<file path="src/rtl/puf_resp_uart_framer.sv">
// puf_resp_uart_framer: takes one wide PUF response word and sends it to the
// UART as a framed byte stream. The frame is HEADER, then the response bytes
// LSB-first, then an optional XOR checksum byte.
// Optional feature macro: PUF_FRAMER_CHECKSUM_EN adds the trailing checksum byte.
// The framer issues one byte at a time. It waits for the UART to report busy,
// then waits for it to go idle again before it requests the next byte.
module puf_resp_uart_framer #(
    parameter int          DATA_BYTES = 16,
    parameter logic [7:0]  HEADER     = 8'hA5
) (
    input  logic                    i_clk,
    input  logic                    i_rst_n,
    input  logic                    i_resp_valid,
    input  logic [DATA_BYTES*8-1:0] i_resp_data,
    output logic                    o_resp_ready,
    output logic                    o_uart_transmit,
    output logic [7:0]              o_uart_tx_byte,
    input  logic                    i_uart_is_transmitting,
    output logic                    o_busy,
    output logic                    o_frame_done,
    output logic [15:0]             o_frame_count
);

    typedef enum logic [2:0] {
        IDLE,
        REQ,
        ACK,
        DRAIN,
        DONE
    } state_t;

    localparam logic [7:0] LAST_DATA = 8'(DATA_BYTES);

    state_t                  r_state;
    state_t                  w_next;
    logic [DATA_BYTES*8-1:0] r_shift;
    logic [7:0]              r_idx;
    logic                    r_hdr_sent;
    logic [7:0]              r_tx_byte;
    logic [15:0]             r_frame_count;
`ifdef PUF_FRAMER_CHECKSUM_EN
    logic [7:0]              r_csum;
    logic                    r_cs_sent;
`endif

    logic       w_accept;
    logic       w_issue;
    logic       w_is_data;
    logic       w_last_sent;
    logic [7:0] w_cur_byte;

    assign w_accept  = i_resp_valid && (r_state == IDLE);
    assign w_issue   = (r_state == REQ) && !i_uart_is_transmitting;
    assign w_is_data = r_hdr_sent && (r_idx != LAST_DATA);

`ifdef PUF_FRAMER_CHECKSUM_EN
    assign w_last_sent = r_cs_sent;
`else
    assign w_last_sent = r_hdr_sent && (r_idx == LAST_DATA);
`endif

    // Select the byte that goes out next: header first, then data, then checksum
    always_comb begin
        w_cur_byte = HEADER;
        if (w_is_data) begin
            w_cur_byte = r_shift[7:0];
        end
`ifdef PUF_FRAMER_CHECKSUM_EN
        else if (r_hdr_sent) begin
            w_cur_byte = r_csum;
        end
`endif
    end

    // Hold the FSM state register
    always_ff @(posedge i_clk or negedge i_rst_n) begin
        if (!i_rst_n) begin
            r_state <= IDLE;
        end else begin
            r_state <= w_next;
        end
    end

    // Compute the next state from the UART handshake and the byte position
    always_comb begin
        w_next = r_state;
        case (r_state)
            IDLE:    if (w_accept) w_next = REQ;
            REQ:     if (!i_uart_is_transmitting) w_next = ACK;
            ACK:     if (i_uart_is_transmitting) w_next = DRAIN;
            DRAIN:   if (!i_uart_is_transmitting) w_next = w_last_sent ? DONE : REQ;
            DONE:    w_next = IDLE;
            default: w_next = IDLE;
        endcase
    end

    // Load the word on accept, then advance the shift register and checksum as bytes go out
    always_ff @(posedge i_clk or negedge i_rst_n) begin
        if (!i_rst_n) begin
            r_shift    <= '0;
            r_idx      <= '0;
            r_hdr_sent <= 1'b0;
            r_tx_byte  <= 8'h00;
`ifdef PUF_FRAMER_CHECKSUM_EN
            r_csum     <= 8'h00;
            r_cs_sent  <= 1'b0;
`endif
        end else if (w_accept) begin
            r_shift    <= i_resp_data;
            r_idx      <= '0;
            r_hdr_sent <= 1'b0;
`ifdef PUF_FRAMER_CHECKSUM_EN
            r_csum     <= HEADER;
            r_cs_sent  <= 1'b0;
`endif
        end else if (w_issue) begin
            r_tx_byte <= w_cur_byte;
            if (!r_hdr_sent) begin
                r_hdr_sent <= 1'b1;
            end else if (w_is_data) begin
                r_shift <= r_shift >> 8;
                r_idx   <= r_idx + 8'd1;
`ifdef PUF_FRAMER_CHECKSUM_EN
                r_csum  <= r_csum ^ r_shift[7:0];
            end else begin
                r_cs_sent <= 1'b1;
`endif
            end
        end
    end

    // Count completed frames; the counter wraps naturally at 16 bits
    always_ff @(posedge i_clk or negedge i_rst_n) begin
        if (!i_rst_n) begin
            r_frame_count <= 16'h0000;
        end else if (r_state == DONE) begin
            r_frame_count <= r_frame_count + 16'd1;
        end
    end

    assign o_resp_ready    = (r_state == IDLE);
    assign o_busy          = (r_state != IDLE);
    assign o_frame_done    = (r_state == DONE);
    assign o_uart_transmit = w_issue;
    assign o_uart_tx_byte  = w_issue ? w_cur_byte : r_tx_byte;
    assign o_frame_count   = r_frame_count;

endmodule

</file>
<file path="config.mk">
export PLATFORM = sky130hd
export DESIGN_NAME = puf_resp_uart_framer
export DESIGN_NICKNAME = d
export VERILOG_FILES = /design/src/rtl/puf_resp_uart_framer.sv
export SDC_FILE = /design/constraint.sdc
export NUM_CORES = 1
export LEC_CHECK = 0
export ABC_AREA = 1
export BUFFER_PORTS_ARGS = -buffer_cell sky130_fd_sc_hd__clkbuf_2
export CAP_MARGIN = 0
export CORE_ASPECT_RATIO = 0.6
export CORE_UTILIZATION = 55
export DETAILED_ROUTE_END_ITERATION = 12
export PLACE_DENSITY = 0.79
export SLEW_MARGIN = 10
export SYNTH_ARGS = -nofsm -noshare
export SYNTH_HDL_FRONTEND = slang
export SYNTH_SLANG_ARGS = --single-unit
</file>
<file path="constraint.sdc">
create_clock -name i_clk -period 4.8 [get_ports i_clk]
set_clock_uncertainty 0.15 [all_clocks]
set_input_delay 0.96 -clock i_clk [delete_from_list [all_inputs] [get_ports i_clk]]
set_output_delay 0.96 -clock i_clk [all_outputs]
set_load 0.02 [all_outputs]
</file>
* Word level (Yosys, flattened, before mapping)
Index checks and enable logic that the tools add are counted.
Cells by class: reductions and logical operators 12, equal/unequal tests 10, add/sub/neg operators 2, muxes and demuxes 18
Operators with widths (number):
- 128-bit 2-to-1 mux | 4
- 8-bit 2-to-1 mux | 6
- 16-bit by 1-bit adder with 16-bit output (second input constant) | 1
- 3-bit 2-to-1 mux | 5
- 3-bit one-hot mux with 4 select lines | 1
- 8-bit by 1-bit adder with 8-bit output (second input constant) | 1
- 8-bit by 5-bit == test with 1-bit output (second input constant) | 1
- 8-bit by 5-bit != test with 1-bit output (second input constant) | 1
- 3-bit by 2-bit == test with 1-bit output (second input constant) | 2
- 2-bit != test (second input constant) | 3
- 2-bit nonzero test | 3
- 1-bit logical AND | 4
- 4-bit AND reduction | 1
- 3-bit by 1-bit == test with 1-bit output (second input constant) | 1
- 3-bit == test (second input constant) | 1
- 3-bit zero test | 1
- 3-bit AND reduction | 1
- 3-bit nonzero test | 1
- 1-bit 2-to-1 mux | 2
- 2-bit by 1-bit != test with 1-bit output (second input constant) | 1
- 1-bit zero test | 1
Word-level totals: register bits 164, input port bits 132

* Depth between registers and ports, before layout
Gate-level depths: netlist of run 1.
word-level depth 6, mapped depth 11, mapped depth without buffers 9

* Worst setup path after synthesis of run 1
Ideal clock, no wire load.
path kind in2out, from in i_uart_is_transmitting, to out o_uart_tx_byte[1], data required time 3.690 ns, slack 1.866 ns, stages 5, arrival time 1.824 ns, buffers on the path 0, path through nor2_4 > nand2_1 > nor2_2 > nand2_1 > nand2_1
On the way: word-level cells in the longest chain between the ends 3
Ends and longest elaborated chain:
- from (decl) | line 18 | input logic i_uart_is_transmitting,
- 1-bit zero test
- 1-bit logical AND | line 53 | assign w_issue = (r_state == REQ) && !i_uart_is_transmitting;
- 8-bit 2-to-1 mux
- to (decl) | line 17 | output logic [7:0] o_uart_tx_byte,
Every way passes these cells.

* Final worst setup path of run 1
from reg r_idx[0], to out o_uart_tx_byte[3]
On the way: word-level cells in the longest chain between the ends 4
Ends and longest elaborated chain:
- from (decl) | line 37 | logic [7:0] r_idx;
- from (signal assigned) | line 122 | r_idx <= r_idx + 8'd1;
- 8-bit by 5-bit != test with 1-bit output | line 54 | assign w_is_data = r_hdr_sent && (r_idx != LAST_DATA);
- 1-bit logical AND | line 54
- 8-bit 2-to-1 mux | line 65 | if (w_is_data) begin
- 8-bit 2-to-1 mux
Every way passes these cells.

==> impl_metrics.csv, run 1 <==
group,metric,value,unit
run,maxCapViolCount,0,
timing,hold_viol,0,
place,pre_cts_ws,1.508,ns
clocking,clk_pin_slew,0.07,ns
route,viasPerCell,5.129,
setup_path,path_cells,"inv_1 > ha_1 > nand2_1 > nor2_1 > nand2_1 > inv_1 > nor2_2 > nand2_1 > nand2_1 > clkbuf_2",
setup_path,critical-path-top-delay-family,"simple AND/OR/NAND/NOR gates",
layout,diodes,0,
route,wl,20090,µm
clocking,cts_tree,"done",
place,dp_hpwl,13240,µm
timing,relSlewSlack,26.77,%
synthesis,syn_inst,1211,
synthesis,yosysWarnings,0,
timing,fin_crit_sh,69.74,%
pwr,p_per_area,521.3,nW/µm²
timing,timing.final.ws_setup,1.453,ns
timing,drv_slew,0,
outcome,outcome,"completed",
synthesis,yosysSeqAreaShare,48.26,%
setup_path,crit_cells,10,
timing,setup_viol,0,
synthesis,ys_seq_elements,164,
setup_path,r2r_cells,10,
setup_path,slowest_stage,"dfrtp_1",
clocking,post_cts_buffers,0,
place,io_buffers,159,
route,wl_per_cell,13.06,µm
global_route,grt-ovfl-total,0,
global_route,grt_pass1_vias,7100,
clocking,cts_buffer_depth,2,
synthesis,synth_nets,1346,
clocking,cts_buffers,17,
layout,drive_gt1_share,15.52,%
timing,layout_min_cycle_time,3.347,ns
global_route,antenna_found_initial,0,
timing,rsz0062_at_grt,"false",
setup_path,critPathLaunchType,"flop",
pwr,p_total,5122,µW
pwr,leakage,0.005796,µW
floorplanning,dieArea,15980,µm²
floorplanning,core,14800,µm²
global_route,grt_first_pass_wirelength,33870,µm
route,drtIter0Drc,749,
setup_path,path_max_fanout,10,
route,ant_nets,0,
timing,fmax,298.7,MHz
layout,fin_util,66.38,%
clocking,ctsHtreeMaxLevel,4,
route,first_pass_iters,5,
timing,whs,0.3257,ns
synthesis,yosysUniqueCellTypes,23,
min_path,hold_path_class,"reg -> reg",
setup_path,slowest_delay,0.40,ns
route,vias,7888,
setup_path,r2r_setup_slack,1.85,ns
setup_path,cp_data_required_time,3.69,ns
clocking,holdBufCountCts,0,
place,gp_congestion,0.8700,
setup_path,path_buf_inv,3,
floorplanning,num_rows,34,
global_route,track_usage,26.55,%
layout,fillers,1368,
clocking,insertion_delay,0.42,ns
layout,syn_to_final_growth,15.55,%
floorplanning,die_y,98.32,µm
setup_path,crit_arrival,2.24,ns
timing,worst_slew_pin_slew,1.098,ns
min_path,min_path_cells,2,
synthesis,syn_area,8504,µm²
clocking,root_buffer,"clkbuf_16",
setup_path,cp_common_cell,"nand2_1",
clocking,clock_sinks,164,
floorplanning,ios,160,
global_route,grt_start_max_net_pins,119,
timing,tns,0,ns
synthesis,postSynthAreaPerCell,7.023,µm²
pwr,ir_worst_vdd,0.3146,mV
route,drc,0,
floorplanning,die_width,162.5,µm
layout,nNetsFinal,1462,
clocking,cts-resized-gates,0,
setup_path,worstSetupPathType,"reg -> out",
floorplanning,start_util,57.45,%
setup_path,cp-end-kind,"output pin",
## path summary, 6_finish.rpt
path / start / to
worst max-delay path: r_idx[0] / o_uart_tx_byte[3]
worst min-delay path: r_tx_byte[1] / r_tx_byte[1]
worst max register to register: r_idx[0] / r_idx[2]
worst min register to register: r_tx_byte[1] / r_tx_byte[1]
max in group asynchronous: i_rst_n / r_shift[81]
min in group asynchronous: i_rst_n / r_shift[117]
## layer usage
layer | up-vias | GRT usage [%] | routed length, µm
met5 | - | 0 | 0
met4 | 0 | 6.039 | 163
met3 | 18 | 4.885 | 1294
met2 | 247 | 37.48 | 8409
met1 | 3641 | 41.95 | 10220
li1 | 3982 | - | -
## layout by cell type, fill, tap and decap left out
master	count
nor3_1	1
nor2_2	1
inv_8	1
o21ai_0	9
nor2_1	47
nand3_1	149
bufinv_16	1
nand3b_1	3
nand4_1	4
inv_2	2
nand3_2	1
ha_1	3
clkbuf_16	17
clkbuf_2	158
nand3_4	1
dfrtp_1	164
xor2_1	9
buf_6	1
nand2_4	1
clkinvlp_4	5
inv_1	25
nand2_2	1
nor2_4	3
clkinv_4	2
buf_4	8
nand2_1	709
buf_12	1
inv_6	4
a21oi_1	3
xnor2_1	3
clkbuf_1	3
## metrics by stage
step	cell area, µm²	cells
after global routing	9827	1538
final	9827	1538
after detailed placement	9268	1506
after CTS	9827	1538
after global placement	9268	1506
after floorplan	8504	1211
## kinds of logic (layout without fill, tap and decap cells)
group,count (synthesis),in the layout,share of synthesized area (%)
AO/OA/AOI/OAI,12,12,0.7061
flip-flops,164,164,48.26
adder cells (fa/ha/maj),3,3,0.4414
buffers and inverters,99,228,5.753
XOR/XNOR,12,12,1.236
AND/OR/NAND/NOR,921,921,43.61
## worst register-to-register path: stages (launching register included)
cell	delay, ns
dfrtp_1	0.41
inv_1	0.11
ha_1	0.15
nand2_1	0.07
nor2_1	0.10
nand2_1	0.15
nand3_4	0.32
buf_4	0.54
buf_4	0.60
nand3_1	0.17
nand2_1	0.12
## layout make-up
class / instances / area [µm²] / area share [%]
Tap cell: 198 / 247.7 / 2.521
Inverter: 28 / 110.1 / 1.120
Multi-Input combinational cell: 948 / 3924 / 39.93
Clock buffer: 20 / 436.7 / 4.444
Clock inverter: 12 / 122.6 / 1.248
Sequential cell: 164 / 4104 / 41.76
Timing Repair Buffer: 168 / 882.1 / 8.976
## flip-flops by register name (all words and copies together) (netlist names)
signal         count
r_hdr_sent         1
r_idx              8
r_state            3
r_tx_byte          8
r_shift          128
o_frame_count     16
## synthesized netlist by cell type
cell	number	area share [%]
nor2_2	1	0.074
buf_4	13	1.1
inv_1	25	1.1
nor2_4	3	0.40
inv_2	3	0.13
dfrtp_1	164	48
clkbuf_1	3	0.13
buf_2	49	2.9
nand2_2	2	0.15
buf_6	1	0.13
nand3_2	2	0.24
nand3_1	149	8.8
ha_1	3	0.44
xnor2_1	3	0.31
nor2_1	47	2.1
o21ai_0	9	0.53
nor3_1	1	0.059
nand4_1	4	0.29
nand3b_1	3	0.26
xor2_1	9	0.93
nand2_1	709	31
buf_1	5	0.22
a21oi_1	3	0.18
## where the power goes
part           internal (µW)  switching, µW
clock                    724            582
combinational            587           1120
sequential              1830            278
total                   3140           1980
Note: power is estimated with default switching activity, not from simulation.
==> inputs of run 2 (changes only) <==
Settings changed: CORE_UTILIZATION 55 to 51, PLACE_DENSITY 0.79 to 0.77.
Clock period 4.8 ns to 3 ns, I/O delays scaled along.
==> run 2 against run 1 <==
- the run now ends with hold timing left
- combinational power is 66% higher
- sequential cell count stayed put
- clock power up 66%
- via count is 1.4% higher
- critical path depth stayed put
- first-iteration DRC count increased by 6.0%
- hold slack got worse by 0.34 ns
- final cell count grew 2.3%
==> impl_metrics.csv, run 2 (synthesized netlist as in run 1, its figures left out) <==
group,metric,value,unit
global_route,grt-ovfl-total,0,
timing,rsz0062_at_grt,"false",
timing,setup_viol,0,
floorplanning,ios,160,
clocking,clk_pin_slew,0.07,ns
timing,fin_crit_sh,93.40,%
layout,top_register,"r_shift",
pwr,p_per_area,838.1,nW/µm²
layout,syn_to_final_growth,17.64,%
timing,layout_min_cycle_time,2.802,ns
global_route,track_usage,25.18,%
timing,whs,-0.01470,ns
setup_path,path_cells,"inv_1 > ha_1 > nand2_1 > nor2_1 > nand2_2 > inv_1 > nor2_4 > nand2_1 > nand2_1 > clkbuf_2",
setup_path,critPathLaunchType,"flop",
timing,worst_slew_pin_slew,0.5678,ns
setup_path,crit_arrival,2.05,ns
floorplanning,die_width,168.7,µm
run,maxCapViolCount,0,
clocking,clock_sinks,164,
floorplanning,core,16260,µm²
min_path,hold_path_class,"in -> async",
global_route,grt_start_max_net_pins,133,
layout,layout_common_cells,"nand2_1 (708), dfrtp_1 (164), clkbuf_2 (158), nand3_1 (149), nor2_1 (47)",
floorplanning,dieArea,17210,µm²
clocking,cts_tree,"done",
place,dp_hpwl,13340,µm
clocking,ctsHtreeMaxLevel,4,
route,dr_wl_met3,1302,µm
setup_path,slowest_stage,"dfrtp_1",
route,vias,7998,
layout,fin_util,61.53,%
route,viasPerCell,5.081,
clocking,holdBufCountCts,0,
route,drc,0,
route,top_layer_used,"met4",
floorplanning,die_y,102.0,µm
layout,diodes,0,
route,drtIter0Drc,794,
place,io_buffers,159,
layout,drive_gt1_share,16.12,%
route,wl_met2,8906,µm
timing,hold_viol,14,
place,gp_congestion,0.8615,
global_route,grt_pass1_vias,7106,
route,met1Wirelength,10390,µm
layout,nNetsFinal,1468,
setup_path,cp_common_cell,"nand2_1",
route,wl,20800,µm
route,wl_per_cell,13.21,µm
clocking,cts_buffer_depth,2,
route,ant_nets,0,
setup_path,path_max_fanout,5,
floorplanning,start_util,52.30,%
clocking,cts_buffers,17,
global_route,antenna_found_initial,0,
setup_path,slowest_delay,0.40,ns
clocking,insertion_delay,0.42,ns
timing,fmax,356.9,MHz
pwr,ir_worst_vdd,0.3380,mV
outcome,violations,"hold timing",
floorplanning,num_rows,36,
outcome,outcome,"finished, violations left",
global_route,grt_first_pass_wirelength,34310,µm
layout,largest_reg_flops,128,
timing,drv_slew,0,
timing,relSlewSlack,62.14,%
setup_path,cp_data_required_time,2.25,ns
setup_path,cp-end-kind,"output pin",
route,first_pass_iters,5,
timing,tns,0,ns
pwr,leakage,0.005866,µW
setup_path,worstSetupPathType,"reg -> out",
clocking,root_buffer,"clkbuf_16",
layout,layout_commonest_cell,"nand2_1",
==> run 2: changes by cell type in the layout (fill, tap and decap cells not counted), sizes merged <==
cell,previous run,this run
clkbuf,178,176
bufinv,1,2
buf,10,15
clkinvlp,5,4
nand3,151,152
clkinv,2,4
==> run 2: timing repair <==
item / in CTS / in global routing
resized for setup: 1 / 1
gates cloned: 0 / 1
setup endpoints to repair: 4 / 8
pin swaps: 0 / 2
buffers inserted: 0 / 3
==> run 2: power by group <==
group / switching, µW / internal (µW) / total, µW
Clock: 944 / 1240 / 2180
Sequential: 436 / 2940 / 3370
Combinational: 1840 / 998 / 2830
==> run 2: critical path, delay by kind of cell, from the launching register on <==
| kind | cells | cell delay [ns] |
|---|---|---|
| simple gates | 6 | 0.64 |
| fa+ha+maj | 1 | 0.20 |
| flops | 1 | 0.40 |
| buf+inv | 3 | 0.39 |
==> run 2: area by class of cell <==
class,count,area [µm²]
clock buffers,18,429.2
clock inverters,14,152.6
fillers,1517,6256
inverters,28,110.1
multi-input cells,949,3941
flip-flops and latches,164,4104
well taps,228,285.3
repair buffers,173,982.2
==> run 2: path summary, 6_finish.rpt <==
check | cells after the start | endpoint | slack (ns) | from
setup / recovery | 10 | o_uart_tx_byte[4] | 0.20 | r_idx[0]
hold / removal | 1 | r_tx_byte[1] | -0.01 | i_rst_n
setup reg to reg | 12 | r_shift[35] | 0.39 | r_idx[0]
hold reg to reg | 2 | r_tx_byte[3] | 0.33 | r_tx_byte[3]
max in group asynchronous | 2 | r_shift[30] | 1.93 | i_rst_n
min in group i_clk | 3 | r_shift[123] | 0.22 | i_resp_data[123]
==> run 2: metal layers <==
| metal | global-route usage, % | vias up |
|---|---|---|
| met3 | 4.028 | 27 |
| met2 | 36.30 | 258 |
| li1 | - | 3995 |
| met5 | 0 | - |
| met1 | 39.12 | 3718 |
| met4 | 6.853 | 0 |
==> run 2: through the flow <==
stage	instance area [µm²]	setup slack, ns	power, µW	std cells	hold slack, ns
floorplan	8504	0.7864	5469	1211	0.1544
global placement	9383	0.4302	6095	1538	0.3083
detailed placement	9383	0.3857	6176	1538	0.3111
CTS	9970	0.05493	8381	1570	0.005693
global route	10000	0.07835	9011	1574	0.01802
finish	10000	0.1979	8385	1574	-0.01470
